<file path="config.mk">
export PLATFORM = sky130hd
export DESIGN_NAME = kf_pilot_feeder
export DESIGN_NICKNAME = d
export VERILOG_FILES = /design/src/rtl/kf_pkg.sv /design/src/rtl/kf_pilot_collector.sv /design/src/rtl/kf_pilot_feeder.sv
export SDC_FILE = /design/constraint.sdc
export NUM_CORES = 1
export LEC_CHECK = 0
export ABC_CLOCK_PERIOD_IN_PS = 4000
export CORE_MARGIN = 5
export CORE_UTILIZATION = 58
export DETAILED_ROUTE_END_ITERATION = 7
export PLACE_DENSITY = 0.95
export SETUP_SLACK_MARGIN = 0.1
export SLEW_MARGIN = 20
export SYNTH_ARGS = -nofsm -noshare
export SYNTH_HDL_FRONTEND = slang
export SYNTH_SLANG_ARGS = --single-unit
export TNS_END_PERCENT = 10
</file>
<file path="constraint.sdc">
create_clock -name i_clk -period 4 [get_ports i_clk]
set_input_delay 0.6 -clock i_clk [delete_from_list [all_inputs] [get_ports i_clk]]
set_output_delay 0.6 -clock i_clk [all_outputs]
set_load 0.05 [all_outputs]
</file>
<file path="src/rtl/kf_pkg.sv">
// Shared definitions for the kf_pilot_feeder block.
// Holds the default word width, the frame size, the word-index map of the
// 2x2 complex pilot matrix and the feeder state encoding.
package kf_pkg;

  localparam int WX_DEF = 16;  // pilot word width, Q1.15 signed
  localparam int NWORDS = 8;   // words per pilot frame
  localparam int IW     = 3;   // width of the word index

  // Stream order of the words inside one frame
  localparam int IDX_Z11_RE = 0;
  localparam int IDX_Z11_IM = 1;
  localparam int IDX_Z12_RE = 2;
  localparam int IDX_Z12_IM = 3;
  localparam int IDX_Z21_RE = 4;
  localparam int IDX_Z21_IM = 5;
  localparam int IDX_Z22_RE = 6;
  localparam int IDX_Z22_IM = 7;

  typedef enum logic [2:0] {
    S_INIT = 3'd0,
    S_LOAD = 3'd1,
    S_IDLE = 3'd2,
    S_FIRE = 3'd3,
    S_WAIT = 3'd4
  } state_t;

endpackage

</file>
<file path="src/rtl/kf_pilot_collector.sv">
// Pilot word collector: accepts words from a valid/ready stream into an
// 8-word buffer, checks framing with s_last and marks the buffer full once a
// well-formed frame has arrived.
// Ports:
//   i_clk, i_rst_n       clock, asynchronous active-low reset
//   i_s_valid/o_s_ready  stream handshake
//   i_s_data, i_s_last   stream word and end-of-frame marker
//   i_take               consumer has copied the buffer; frees it
//   o_buf_full           a complete frame is waiting in the buffer
//   o_buf_flat           buffer contents, word i at [i*WX +: WX]
//   o_frame_err_pulse    one-cycle flag: framing error on the accepted word
module kf_pilot_collector
  import kf_pkg::*;
#(
  parameter int WX = WX_DEF
) (
  input  logic                 i_clk,
  input  logic                 i_rst_n,
  input  logic                 i_s_valid,
  output logic                 o_s_ready,
  input  logic [WX-1:0]        i_s_data,
  input  logic                 i_s_last,
  input  logic                 i_take,
  output logic                 o_buf_full,
  output logic [NWORDS*WX-1:0] o_buf_flat,
  output logic                 o_frame_err_pulse
);

  logic [IW-1:0] r_idx;
  logic          r_buf_full;
  logic          w_accept;
  logic          w_last_idx;
  logic          w_good_end;

  assign o_s_ready  = !r_buf_full;
  assign o_buf_full = r_buf_full;
  assign w_accept   = i_s_valid && !r_buf_full;
  assign w_last_idx = (r_idx == IW'(NWORDS - 1));
  assign w_good_end = w_accept && w_last_idx && i_s_last;

  // Framing is wrong when s_last disagrees with the word position
  assign o_frame_err_pulse = w_accept && (w_last_idx != i_s_last);

  always_ff @(posedge i_clk or negedge i_rst_n) begin
    if (!i_rst_n) begin
      r_idx      <= '0;
      r_buf_full <= 1'b0;
    end else begin
      if (w_accept) begin
        // Either end of frame (good or bad) restarts the index
        if (w_last_idx || i_s_last) r_idx <= '0;
        else                        r_idx <= r_idx + 1'b1;
      end
      // Accept and take never coincide: accept needs an empty buffer
      if (w_good_end)  r_buf_full <= 1'b1;
      else if (i_take) r_buf_full <= 1'b0;
    end
  end

  // One register per word; a discarded frame is simply overwritten later
  generate
    for (genvar gi = 0; gi < NWORDS; gi++) begin : g_word
      logic [WX-1:0] r_word;
      always_ff @(posedge i_clk or negedge i_rst_n) begin
        if (!i_rst_n)                            r_word <= '0;
        else if (w_accept && r_idx == IW'(gi))   r_word <= i_s_data;
      end
      assign o_buf_flat[gi*WX +: WX] = r_word;
    end
  endgenerate

endmodule

</file>
<file path="src/rtl/kf_pilot_feeder.sv">
// Measurement-side feeder for kf_mimo2x2_core.
// Collects one 2x2 complex pilot matrix per frame, copies it to hold
// registers, pulses en and waits for valid_all (or a timeout) before the
// next frame. Sequences load_init after reset and on request.
// Ports:
//   i_clk, i_rst_n              clock, asynchronous active-low reset
//   i_s_valid, o_s_ready,
//   i_s_data, i_s_last          pilot word stream
//   i_reinit                    request a new load_init pulse
//   i_err_clr                   clear sticky error flags
//   i_valid_all                 core finished the frame
//   o_load_init, o_en           control pulses to the core
//   o_z11_re .. o_z22_im        hold registers to the core
//   o_busy                      frame in flight (S_FIRE/S_WAIT)
//   o_frames_done               completed frames, wraps
//   o_timeout_err, o_frame_err  sticky error flags
module kf_pilot_feeder
  import kf_pkg::*;
#(
  parameter int WX      = WX_DEF,
  parameter int TIMEOUT = 64
) (
  input  logic          i_clk,
  input  logic          i_rst_n,
  input  logic          i_s_valid,
  output logic          o_s_ready,
  input  logic [WX-1:0] i_s_data,
  input  logic          i_s_last,
  input  logic          i_reinit,
  input  logic          i_err_clr,
  output logic          o_load_init,
  output logic          o_en,
  output logic [WX-1:0] o_z11_re,
  output logic [WX-1:0] o_z11_im,
  output logic [WX-1:0] o_z12_re,
  output logic [WX-1:0] o_z12_im,
  output logic [WX-1:0] o_z21_re,
  output logic [WX-1:0] o_z21_im,
  output logic [WX-1:0] o_z22_re,
  output logic [WX-1:0] o_z22_im,
  input  logic          i_valid_all,
  output logic          o_busy,
  output logic [15:0]   o_frames_done,
  output logic          o_timeout_err,
  output logic          o_frame_err
);

  localparam int CW = (TIMEOUT > 2) ? $clog2(TIMEOUT) : 1;

  state_t                      r_state, w_state_next;
  logic                        r_load_init, w_load_init_next;
  logic                        r_en, w_en_next;
  logic [CW-1:0]               r_wait_cnt, w_wait_cnt_next;
  logic [15:0]                 r_frames_done, w_frames_done_next;
  logic                        r_reinit_pend, w_reinit_pend_next;
  logic                        r_timeout_err, r_frame_err;
  logic                        w_timeout_set;
  logic                        w_take;
  logic                        w_buf_full;
  logic                        w_frame_err_pulse;
  logic [NWORDS*WX-1:0]        w_buf_flat;
  logic [NWORDS-1:0][WX-1:0]   r_z;

  kf_pilot_collector #(.WX(WX)) u_collector (
    .i_clk             (i_clk),
    .i_rst_n           (i_rst_n),
    .i_s_valid         (i_s_valid),
    .o_s_ready         (o_s_ready),
    .i_s_data          (i_s_data),
    .i_s_last          (i_s_last),
    .i_take            (w_take),
    .o_buf_full        (w_buf_full),
    .o_buf_flat        (w_buf_flat),
    .o_frame_err_pulse (w_frame_err_pulse)
  );

  always_ff @(posedge i_clk or negedge i_rst_n) begin
    if (!i_rst_n) r_state <= S_INIT;
    else          r_state <= w_state_next;
  end

  always_comb begin
    w_state_next       = r_state;
    w_load_init_next   = r_load_init;
    w_en_next          = r_en;
    w_wait_cnt_next    = r_wait_cnt;
    w_frames_done_next = r_frames_done;
    w_take             = 1'b0;
    w_timeout_set      = 1'b0;
    // A request arriving while not idle is remembered for the next idle
    w_reinit_pend_next = r_reinit_pend || (i_reinit && r_state != S_IDLE);
    case (r_state)
      S_INIT: begin
        w_load_init_next = 1'b1;
        w_state_next     = S_LOAD;
      end
      S_LOAD: begin
        w_load_init_next = 1'b0;
        w_state_next     = S_IDLE;
      end
      S_IDLE: begin
        if (i_reinit || r_reinit_pend) begin
          w_reinit_pend_next = 1'b0;
          w_state_next       = S_INIT;
        end else if (w_buf_full) begin
          w_take          = 1'b1;
          w_en_next       = 1'b1;
          w_wait_cnt_next = '0;
          w_state_next    = S_FIRE;
        end
      end
      S_FIRE: begin
        w_en_next    = 1'b0;
        w_state_next = S_WAIT;
      end
      S_WAIT: begin
        w_wait_cnt_next = r_wait_cnt + 1'b1;
        if (i_valid_all) begin
          w_frames_done_next = r_frames_done + 16'd1;
          w_state_next       = S_IDLE;
        end else if (r_wait_cnt == CW'(TIMEOUT - 1)) begin
          w_timeout_set = 1'b1;
          w_state_next  = S_IDLE;
        end
      end
      default: w_state_next = S_INIT;
    endcase
  end

  always_ff @(posedge i_clk or negedge i_rst_n) begin
    if (!i_rst_n) begin
      r_load_init   <= 1'b0;
      r_en          <= 1'b0;
      r_wait_cnt    <= '0;
      r_frames_done <= '0;
      r_reinit_pend <= 1'b0;
      r_timeout_err <= 1'b0;
      r_frame_err   <= 1'b0;
      r_z           <= '0;
    end else begin
      r_load_init   <= w_load_init_next;
      r_en          <= w_en_next;
      r_wait_cnt    <= w_wait_cnt_next;
      r_frames_done <= w_frames_done_next;
      r_reinit_pend <= w_reinit_pend_next;
      // Set beats clear when both happen on the same edge
      r_timeout_err <= w_timeout_set || (r_timeout_err && !i_err_clr);
      r_frame_err   <= w_frame_err_pulse || (r_frame_err && !i_err_clr);
      // Holds change only when a frame fires, so they stay stable for the core
      if (w_take) r_z <= w_buf_flat;
    end
  end

  assign o_load_init   = r_load_init;
  assign o_en          = r_en;
  assign o_busy        = (r_state == S_FIRE) || (r_state == S_WAIT);
  assign o_frames_done = r_frames_done;
  assign o_timeout_err = r_timeout_err;
  assign o_frame_err   = r_frame_err;

  assign o_z11_re = r_z[IDX_Z11_RE];
  assign o_z11_im = r_z[IDX_Z11_IM];
  assign o_z12_re = r_z[IDX_Z12_RE];
  assign o_z12_im = r_z[IDX_Z12_IM];
  assign o_z21_re = r_z[IDX_Z21_RE];
  assign o_z21_im = r_z[IDX_Z21_IM];
  assign o_z22_re = r_z[IDX_Z22_RE];
  assign o_z22_im = r_z[IDX_Z22_IM];

endmodule

</file>
==> flow_summary.json, run 1 <==
{
  "fp.coreArea_um2": 19530,
  "post_synth_inst_count": 698,
  "synth_cell_types": 35,
  "critical_path.slowest_cell": "clkdlybuf4s50_1",
  "drv_slew": 0,
  "power.density_nw_per_um2": 591.1,
  "gr-usage-all-layers": 0.2162,
  "tritoncts.num_buffers": 29,
  "run_status": "finished clean",
  "seq_area_frac_synth": 0.6306,
  "place_hpwl_um": 15950,
  "finalCritPeriodShare": 0.7716,
  "ctsResizeCount": 0,
  "use_met2": 0.3606,
  "timing.critical_path.to_type": "primary output",
  "cp-endpoint": "o_busy",
  "rsz_0062_raised_after_global_routing": "no",
  "drt-vias-per-instance": 5.407,
  "setup_violations": 0,
  "worstSkewPairLatency_ns": 0.53,
  "finalInstanceArea_um2": 14370,
  "max_slew.worst_pin.slew_ns": 0.8783,
  "setup-tns-final_ns": 0,
  "crit_chain": "inv_1 > nor2_1 > nand2_1 > nand2_1 > clkdlybuf4s50_1",
  "cts_buffer_depth": 3,
  "fin_worst_hold_slack_ns": 0.1293,
  "global_route_wire_length_before_repair_um": 38430,
  "initial_utilization": 0.5894,
  "clkSlewWorstSetupHoldPaths_ns": 0.06,
  "clock.fmax_mhz": 324.0,
  "drt_iter0_drc": 224,
  "synth_warnings": 0,
  "worst_path_most_repeated_cell": "nand2_1",
  "reg2reg_from": "u_collector.o_buf_full$_DFFE_PN0P_",
  "max_slew_margin": 0.4145,
  "setup.reg_to_reg.worst_slack_ns": 1.77,
  "finish.net_count": 911,
  "regMostFlops": "u_collector.g_word.r_word",
  "grtUsageMet3": 0.04039,
  "timing.final.hold_violations": 0,
  "max_ffs_per_register": 128,
  "area.growth.synth_to_final_pct": 24.88,
  "layer_with_the_highest_usage": "met2",
  "rr_worst_depth": 3,
  "finalClockSkew_ns": 0.01117,
  "routability_cong": 0.7777,
  "layout_min_cycle_time_ns": 3.086,
  "timing.critical_path.slowest_cell_delay_ns": 0.80,
  "tritoncts": "built",
  "startpoint_class": "register",
  "cap_viol_max_count": 0,
  "std_cell_rows": 51,
  "crit_arrival_ns": 2.49,
  "num_antenna_cells": 0,
  "ys_dominant_reg_cell": "dfrtp_1",
  "placement.io_buffers": 172,
  "post_route_cells_drive_above_1_share": 0.3500,
  "synth_seq_cells": 290,
  "first_pass_iters": 4,
  "grt_remaining_overflow": 0,
  "die-width_um": 150.9,
  "dpl.cell_count": 1113,
  "count_of_pins_on_the_block_boundary": 173,
  "async_flop_share": 1.000,
  "cts_htree_levels": 1,
  "dpl-instance-area_um2": 13430,
  "average_cell_area_after_synthesis_um2": 16.49,
  "crit_path_start": "r_state[1]$_DFFE_PN0P_",
  "layout.cells.non_filler": 1165,
  "net_count_after_synthesis": 730,
  "reg2reg_to": "u_collector.g_word[0].r_word[12]$_DFFE_PN0P_",
  "die_h_um": 150.9,
  "edff_count_synth": 0,
  "worstSetupPathType": "reg2out",
  "grt_max_degree": 117,
  "dp_worst_setup_slack_ns": 1.158,
  "antenna_left": 0,
  "routed_wire_length_um": 24100,
  "first_global_vias": 6863,
  "worst_ir_drop_vdd_mv": 0.4217,
  "remaining_drcs": 0,
  "worstHoldPathType": "in2async",
  "cts_root_buffer": "clkbuf_16",
  "cts_setup_buffers": 0,
  "synth.cell_area_um2": 11510,
  "numClockSinks": 290,
  "post_cts_hold_buffer_count": 0,
  "timing.critical_path.required_ns": 3.40,
  "dieArea_um2": 22760,
  "detailroute.via_count": 6299,
  "finalWorstSetupSlack_ns": 0.9136,
  "antenna_found_initial": 0,
  "cp_max_fo": 9,
  "met1_resource_use_gr": 0.3009,
  "power.static_leakage_nw": 6.960,
  "wl_per_cell_um": 20.69
}
==> through the flow <==
| step | util | total power, W |
|---|---|---|
| final | 0.7360 | 0.008494 |
| after detailed placement | 0.6879 | 0.005926 |
| after floorplan | - | 0.005288 |
| after CTS | 0.7360 | 0.008559 |
| after global routing | 0.7360 | 0.008902 |
| after global placement | 0.6879 | 0.005804 |
==> worst min path at each step <==
| stage | depth (start not counted) | to | from | slack [ns] |
|---|---|---|---|---|
| after floorplan | 0 | o_en$_DFFE_PN0P_ | i_rst_n | 0.30 |
| after detailed placement | 1 | o_frames_done[15]$_DFFE_PN0P_ | o_frames_done[15]$_DFFE_PN0P_ | 0.47 |
| after CTS | 1 | o_z22_im[7]$_DFFE_PN0P_ | i_rst_n | 0.17 |
| after global placement | 1 | o_z12_im[9]$_DFFE_PN0P_ | u_collector.g_word[3].r_word[9]$_DFFE_PN0P_ | 0.46 |
| after global routing | 1 | o_z22_im[12]$_DFFE_PN0P_ | i_rst_n | 0.18 |
| final | 1 | u_collector.g_word[6].r_word[6]$_DFFE_PN0P_ | i_rst_n | 0.13 |
==> cells in the mapped netlist (2+ instances only) <==
| cell | instances | area [um2] |
|---|---|---|
| dfrtp_1 | 290 | 7257 |
| buf_2 | 15 | 75.07 |
| mux2_1 | 7 | 78.83 |
| nand2_2 | 2 | 12.51 |
| nor2_1 | 9 | 33.78 |
| and3_1 | 6 | 37.54 |
| nand3_2 | 3 | 30.03 |
| mux2_2 | 170 | 1914 |
| and4_1 | 5 | 43.79 |
| nor2b_1 | 2 | 12.51 |
| a221oi_1 | 2 | 17.52 |
| o21a_1 | 2 | 15.01 |
| nand3_1 | 10 | 50.05 |
| inv_1 | 9 | 33.78 |
| buf_6 | 14 | 157.7 |
| mux2_4 | 80 | 1201 |
| ha_1 | 9 | 112.6 |
| xnor2_1 | 11 | 96.34 |
| xor2_1 | 5 | 43.79 |
| o21ai_0 | 6 | 30.03 |
| o211ai_1 | 2 | 15.01 |
| nor3b_4 | 2 | 37.54 |
| nand4_1 | 5 | 31.28 |
| a21oi_1 | 5 | 25.02 |
| nand2_1 | 17 | 63.81 |
==> layout make-up <==
class	count	area, um2
clock buffer	41	850.8
clock inverter	11	88.84
fill	1178	5155
inverter	9	33.78
multi-input combinational	370	3993
sequential	290	7257
tap	265	331.6
timing repair buffer	179	1817
==> placed cells by master (no fill, tap or decap), types with 7 or more instances in the layout <==
| cell | synthesis | routed |
|---|---|---|
| clkbuf_8 | 0 | 8 |
| mux2_1 | 7 | 7 |
| nand3_1 | 10 | 10 |
| clkinv_2 | 0 | 7 |
| nor2_1 | 9 | 9 |
| clkbuf_16 | 0 | 29 |
| xnor2_1 | 11 | 11 |
| mux2_4 | 80 | 80 |
| nand2_1 | 17 | 17 |
| mux2_2 | 170 | 170 |
| inv_1 | 9 | 9 |
| ha_1 | 9 | 9 |
| clkdlybuf4s50_1 | 0 | 171 |
| dfrtp_1 | 290 | 290 |
==> critical path, delay by kind of cell, from the launching register on <==
kind	cells	cell delay [ns]
buf+inv	2	0.95
flops	1	0.58
simple gates	3	0.42
==> power by group <==
group	switching (W)	internal, W	total [W]
Sequential	0.000440	0.00363	0.00407
Clock	0.00108	0.00154	0.00261
Combinational	0.000940	0.000868	0.00181
Total	0.00245	0.00604	0.00849
==> cells by family (layout without fill, tap and decap cells) <==
| group | count (synthesis) | after routing | share of synthesized area |
|---|---|---|---|
| simple gates | 66 | 66 | 0.03436 |
| xor+xnor | 16 | 16 | 0.01218 |
| compound gates | 22 | 22 | 0.01239 |
| buf+inv | 38 | 240 | 0.02316 |
| flops | 290 | 290 | 0.6306 |
| mux | 257 | 257 | 0.2776 |
| fa+ha+maj | 9 | 9 | 0.009785 |
==> routing by layer <==
layer / up-vias / part of all wire / wire [um]
li1: 2836 / - / -
met1: 3267 / 0.43 / 10410
met2: 164 / 0.50 / 12030
met3: 32 / 0.054 / 1293
met4: 0 / 0.015 / 365
met5: - / 0 / 0
(Power assumes the default switching activity.)
==> run 2: changes to the inputs <==
- ABC_CLOCK_PERIOD_IN_PS: 4000 -> 3200
- CORE_UTILIZATION: 58 -> 54
- PLACE_DENSITY: 0.95 -> 0.9
- clock period: 4 -> 3.2 ns (I/O delays scaled with it)
==> flow_summary.json, run 2 (synthesized netlist as in run 1, its figures left out) <==
{
  "area.growth.synth_to_final_pct": 26.26,
  "timing.critical_path.to_type": "primary output",
  "share_of_total_power_consumed_by_net_switching": 0.2825,
  "first_pass_iters": 6,
  "p_switching_w": 0.003097,
  "worstHoldPathType": "reg2reg",
  "max_slew_margin": 0.5114,
  "cts_setup_buffers": 0,
  "rsz_0062_raised_after_global_routing": "no",
  "die-width_um": 156.0,
  "power.density_nw_per_um2": 754.4,
  "power_frac_comb": 0.209,
  "startpoint_class": "register",
  "timing.final.hold_violations": 0,
  "seq_power_share": 0.462,
  "finish.net_count": 915,
  "drt_iter0_drc": 274,
  "timing.critical_path.required_ns": 2.72,
  "crit_path_start": "r_state[1]$_DFFE_PN0P_",
  "initial_utilization": 0.5475,
  "gr-usage-all-layers": 0.2039,
  "setup_violations": 0,
  "global_route_wire_length_before_repair_um": 39690,
  "max_ffs_per_register": 128,
  "antenna_found_initial": 0,
  "routed_wire_length_um": 24180,
  "dieArea_um2": 24330,
  "std_cell_rows": 53,
  "numClockSinks": 290,
  "grt_remaining_overflow": 0,
  "placement.io_buffers": 172,
  "worstSetupPathType": "reg2out",
  "crit_arrival_ns": 2.17,
  "reg2reg_from": "r_state[0]$_DFFE_PN0P_",
  "count_of_pins_on_the_block_boundary": 173,
  "place_hpwl_um": 15730,
  "grt_max_degree": 99,
  "worstSkewPairLatency_ns": 0.54,
  "fp.coreArea_um2": 21020,
  "setup-tns-final_ns": 0,
  "drt-vias-per-instance": 5.377,
  "finalCritPeriodShare": 0.8291,
  "drv_slew": 0,
  "multiInputGateArea_um2": 3993,
  "layout.filler_cells": 1362,
  "detailroute.via_count": 6350,
  "post_route_cells_drive_above_1_share": 0.3510,
  "max_slew.worst_pin.slew_ns": 0.7328,
  "reg2reg_to": "o_z12_re[3]$_DFFE_PN0P_",
  "routability_cong": 0.7894,
  "layout_min_cycle_time_ns": 2.653,
  "cts_root_buffer": "clkbuf_16",
  "worstHoldEndpoint": "o_frames_done[15]$_DFFE_PN0P_",
  "layout.cells.most_common": "dfrtp_1",
  "cp_max_fo": 9,
  "layout.cells.non_filler": 1181,
  "tritoncts": "built",
  "final-seq-area_um2": 7257,
  "rr_worst_depth": 4,
  "remaining_drcs": 0,
  "most_frequent_cells_in_the_layout": "dfrtp_1 (290), mux2_2 (170), clkdlybuf4s50_1 (170), mux2_4 (80), clkbuf_16 (29)",
  "die_h_um": 156.0,
  "cts_buffer_depth": 3,
  "num_antenna_cells": 0,
  "clkSlewWorstSetupHoldPaths_ns": 0.06,
  "clock.fmax_mhz": 376.9,
  "dpl.cell_count": 1126,
  "antenna_left": 0,
  "pwr-share-clk": 0.329,
  "wl_per_cell_um": 20.48,
  "hold_path.startpoint": "o_frames_done[15]$_DFFE_PN0P_",
  "cts_htree_levels": 1,
  "worst_ir_drop_vdd_mv": 0.5306,
  "tritoncts.num_buffers": 29,
  "first_global_vias": 7034,
  "finalClockSkew_ns": 0.02378,
  "hold_path_depth": 1,
  "setup.reg_to_reg.worst_slack_ns": 1.26,
  "run_status": "finished clean",
  "internal-power_w": 0.007864,
  "power.static_leakage_nw": 7.043,
  "cap_viol_max_count": 0,
  "regMostFlops": "u_collector.g_word.r_word"
}
[run 2: layer usage]
layer,routed length (um),global-route usage,vias to the layer above
li1,-,-,2835
met1,10610,0.2884,3307
met2,11720,0.3324,173
met3,1411,0.04022,35
met4,445,0.04460,0
met5,0,0,-
[run 2: worst max path at each step]
stage	endpoint	cells after the start	slack (ns)
after floorplan	o_frames_done[10]$_DFFE_PN0P_	5	1.49
after detailed placement	o_busy	5	0.79
after global routing	o_busy	5	0.37
final	o_busy	5	0.55
after global placement	o_busy	5	0.88
after CTS	o_busy	5	0.15
[run 2: repair_timing]
item,in CTS,in global routing
endpoints found under the hold margin,71,0
hold buffers,1,0
setup endpoints to repair,0,1
gates resized for setup,0,1
[run 2: critical path, stage by stage, from the launching register on]
cell,delay (ns)
dfrtp_1,0.59
inv_1,0.18
nor2_1,0.29
nand2_1,0.09
nand2_1,0.09
dlymetal6s2s_1,0.42
[run 2: power by group through the flow]
| stage | Sequential [W] | Combinational (W) | Clock, W |
|---|---|---|---|
| after floorplan | 0.00546 | 0.00115 | 0 |
| after global placement | 0.00506 | 0.00220 | 0 |
| after detailed placement | 0.00512 | 0.00229 | 0 |
| after CTS | 0.00507 | 0.00232 | 0.00368 |
| after global routing | 0.00519 | 0.00245 | 0.00381 |
| final | 0.00507 | 0.00229 | 0.00361 |
[run 2: through the flow]
| step | hold slack [ns] | utilization | setup slack, ns | area (um2) | total power, W |
|---|---|---|---|---|---|
| 2_1_floorplan | 0.1844 | - | 1.487 | 11510 | 0.006611 |
| 3_3_place_gp | 0.4595 | 0.6412 | 0.8796 | 13480 | 0.007254 |
| 3_5_place_dp | 0.4646 | 0.6412 | 0.7913 | 13480 | 0.007414 |
| 4_1_cts | 0.4726 | 0.6911 | 0.1529 | 14530 | 0.01106 |
| 5_1_grt | 0.4958 | 0.6912 | 0.3732 | 14530 | 0.01145 |
| 6_report | 0.4696 | 0.6912 | 0.5470 | 14530 | 0.01096 |
[run 2: area by class of cell]
cell class | count | area share
Inverter | 9 | 0.002325
Clock buffer | 42 | 0.05812
Multi-Input combinational cell | 370 | 0.2748
Tap cell | 275 | 0.02368
Timing Repair Buffer | 183 | 0.1283
Clock inverter | 12 | 0.01335
Sequential cell | 290 | 0.4994
==> run 3: changes to the inputs <==
- ABC_CLOCK_PERIOD_IN_PS: 3200 -> 2300
- CORE_UTILIZATION: 54 -> 49
- PLACE_DENSITY: 0.9 -> 0.86
- clock period: 3.2 -> 2.3 ns (I/O delays scaled with it)
==> flow_summary.json, run 3 (synthesized netlist as in run 1, its figures left out) <==
{
  "run_status": "finished clean",
  "detailroute.via_count": 6377,
  "cts_htree_levels": 1,
  "drt_iter0_drc": 282,
  "finalWorstSetupSlack_ns": 0.1190,
  "grtUsageMet3": 0.02549,
  "timing.critical_path.to_type": "primary output",
  "worst_ir_drop_vdd_mv": 0.7038,
  "crit_chain": "clkdlybuf4s50_1",
  "layer_with_the_highest_usage": "met2",
  "gr-usage-all-layers": 0.1847,
  "finalInstanceArea_um2": 14620,
  "drt-vias-per-instance": 5.193,
  "crit_arrival_ns": 1.84,
  "finalCritPeriodShare": 0.9483,
  "most_frequent_cells_in_the_layout": "dfrtp_1 (289), mux2_2 (170), clkdlybuf4s50_1 (169), mux2_4 (80), clkbuf_16 (29)",
  "first_global_vias": 6787,
  "max_slew_margin": 0.5431,
  "place_hpwl_um": 15860,
  "layout_min_cycle_time_ns": 2.181,
  "antenna_found_initial": 0,
  "power_frac_comb": 0.214,
  "setup-tns-final_ns": 0,
  "worstSkewPairLatency_ns": 0.53,
  "clkSlewWorstSetupHoldPaths_ns": 0.06,
  "remaining_drcs": 0,
  "die-width_um": 163.3,
  "layout.cells.most_common": "dfrtp_1",
  "timing.critical_path.required_ns": 1.96,
  "global_route_wire_length_before_repair_um": 39100,
  "drv_slew": 0,
  "regMostFlops": "u_collector.g_word.r_word",
  "timing.critical_path.slowest_cell_delay_ns": 0.85,
  "num_antenna_cells": 0,
  "power.static_leakage_nw": 7.056,
  "cts_setup_buffers": 0,
  "dp_worst_setup_slack_ns": 0.09076,
  "worstHoldPathType": "in2async",
  "layout.filler_cells": 1686,
  "max_slew.worst_pin.slew_ns": 0.6853,
  "initial_utilization": 0.4932,
  "worstSetupPathType": "reg2out",
  "share_of_total_power_consumed_by_net_switching": 0.2881,
  "antenna_left": 0,
  "die_h_um": 163.3,
  "cp_max_fo": 6,
  "fp.coreArea_um2": 23330,
  "setup_violations": 0,
  "rsz_0062_raised_after_global_routing": "yes",
  "count_of_pins_on_the_block_boundary": 173,
  "internal-power_w": 0.01063,
  "dpl-instance-area_um2": 13640,
  "fin_total_pwr_w": 0.01494,
  "routability_cong": 0.8086,
  "grt_max_degree": 72,
  "met1_resource_use_gr": 0.2686,
  "numClockSinks": 290,
  "tritoncts.num_buffers": 29,
  "seq_power_share": 0.473,
  "std_cell_rows": 56,
  "power.density_nw_per_um2": 1022,
  "cts_buffer_depth": 3,
  "grt_remaining_overflow": 0,
  "fin_worst_hold_slack_ns": 0.3807,
  "startpoint_class": "register",
  "use_met2": 0.2992,
  "cts_root_buffer": "clkbuf_16",
  "clock.fmax_mhz": 458.5,
  "area.growth.synth_to_final_pct": 27.02,
  "cap_viol_max_count": 0,
  "routed_wire_length_um": 24230,
  "wl_per_cell_um": 19.73,
  "post_route_cells_drive_above_1_share": 0.3608,
  "p_switching_w": 0.004303,
  "critical_path.slowest_cell": "clkdlybuf4s50_1",
  "placement.io_buffers": 172,
  "crit_family": "buffers and inverters",
  "tritoncts": "built",
  "pwr-share-clk": 0.313,
  "dieArea_um2": 26650,
  "critical_path_buf_inv_count": 1,
  "finish.net_count": 920,
  "timing.final.hold_violations": 0,
  "first_pass_iters": 4,
  "finalClockSkew_ns": 0.008696,
  "max_ffs_per_register": 128
}
==> run 3: metrics by stage <==
| stage | cells | util |
|---|---|---|
| after floorplan | 698 | - |
| after global placement | 1175 | 0.5848 |
| after detailed placement | 1175 | 0.5848 |
| after CTS | 1228 | 0.6263 |
| after global routing | 1228 | 0.6265 |
| final | 1228 | 0.6265 |
==> run 3: power groups by stage <==
stage	combinational [W]	sequential, W	clock, W
6_report	0.00320	0.00707	0.00467
5_1_grt	0.00343	0.00722	0.00501
4_1_cts	0.00325	0.00707	0.00477
3_5_place_dp	0.00322	0.00714	0
3_3_place_gp	0.00311	0.00706	0
2_1_floorplan	0.00161	0.00759	0
==> run 3: metal layers <==
layer | wire length [um] | vias up
met5 | 0 | -
met4 | 440 | 0
met3 | 920 | 33
met2 | 11600 | 140
met1 | 11260 | 3355
li1 | - | 2849
==> run 3: layout make-up <==
| cell class | instances | area, um2 | share of cell area |
|---|---|---|---|
| Multi-Input combinational cell | 370 | 3995 | 0.2733 |
| Clock inverter | 14 | 127.6 | 0.008731 |
| Tap cell | 319 | 399.1 | 0.02730 |
| Clock buffer | 38 | 829.5 | 0.05675 |
| Inverter | 9 | 33.78 | 0.002311 |
| Sequential cell | 290 | 7258 | 0.4965 |
| Timing Repair Buffer | 188 | 1974 | 0.1351 |
==> run 3: timing repair <==
action / 4_1_cts / 5_1_grt
hold endpoints to repair: 65 / 0
gates resized for setup: 1 / 2
endpoints found under the setup margin: 3 / 6
hold buffers: 1 / 0
==> run 3: final timing paths <==
check | to | cells after the start | slack, ns | startpoint
max | o_frames_done[4] | 1 | 0.12 | o_frames_done[4]$_DFFE_PN0P_
min | o_z11_im[13]$_DFFE_PN0P_ | 2 | 0.38 | i_rst_n
min reg2reg | o_frames_done[15]$_DFFE_PN0P_ | 1 | 0.47 | o_frames_done[15]$_DFFE_PN0P_
max in group asynchronous | u_collector.g_word[6].r_word[2]$_DFFE_PN0P_ | 3 | 1.20 | i_rst_n
max reg2reg | o_z12_im[11]$_DFFE_PN0P_ | 4 | 0.43 | r_state[0]$_DFFE_PN0P_
min in group i_clk | o_timeout_err$_DFF_PN0_ | 2 | 0.40 | i_err_clr
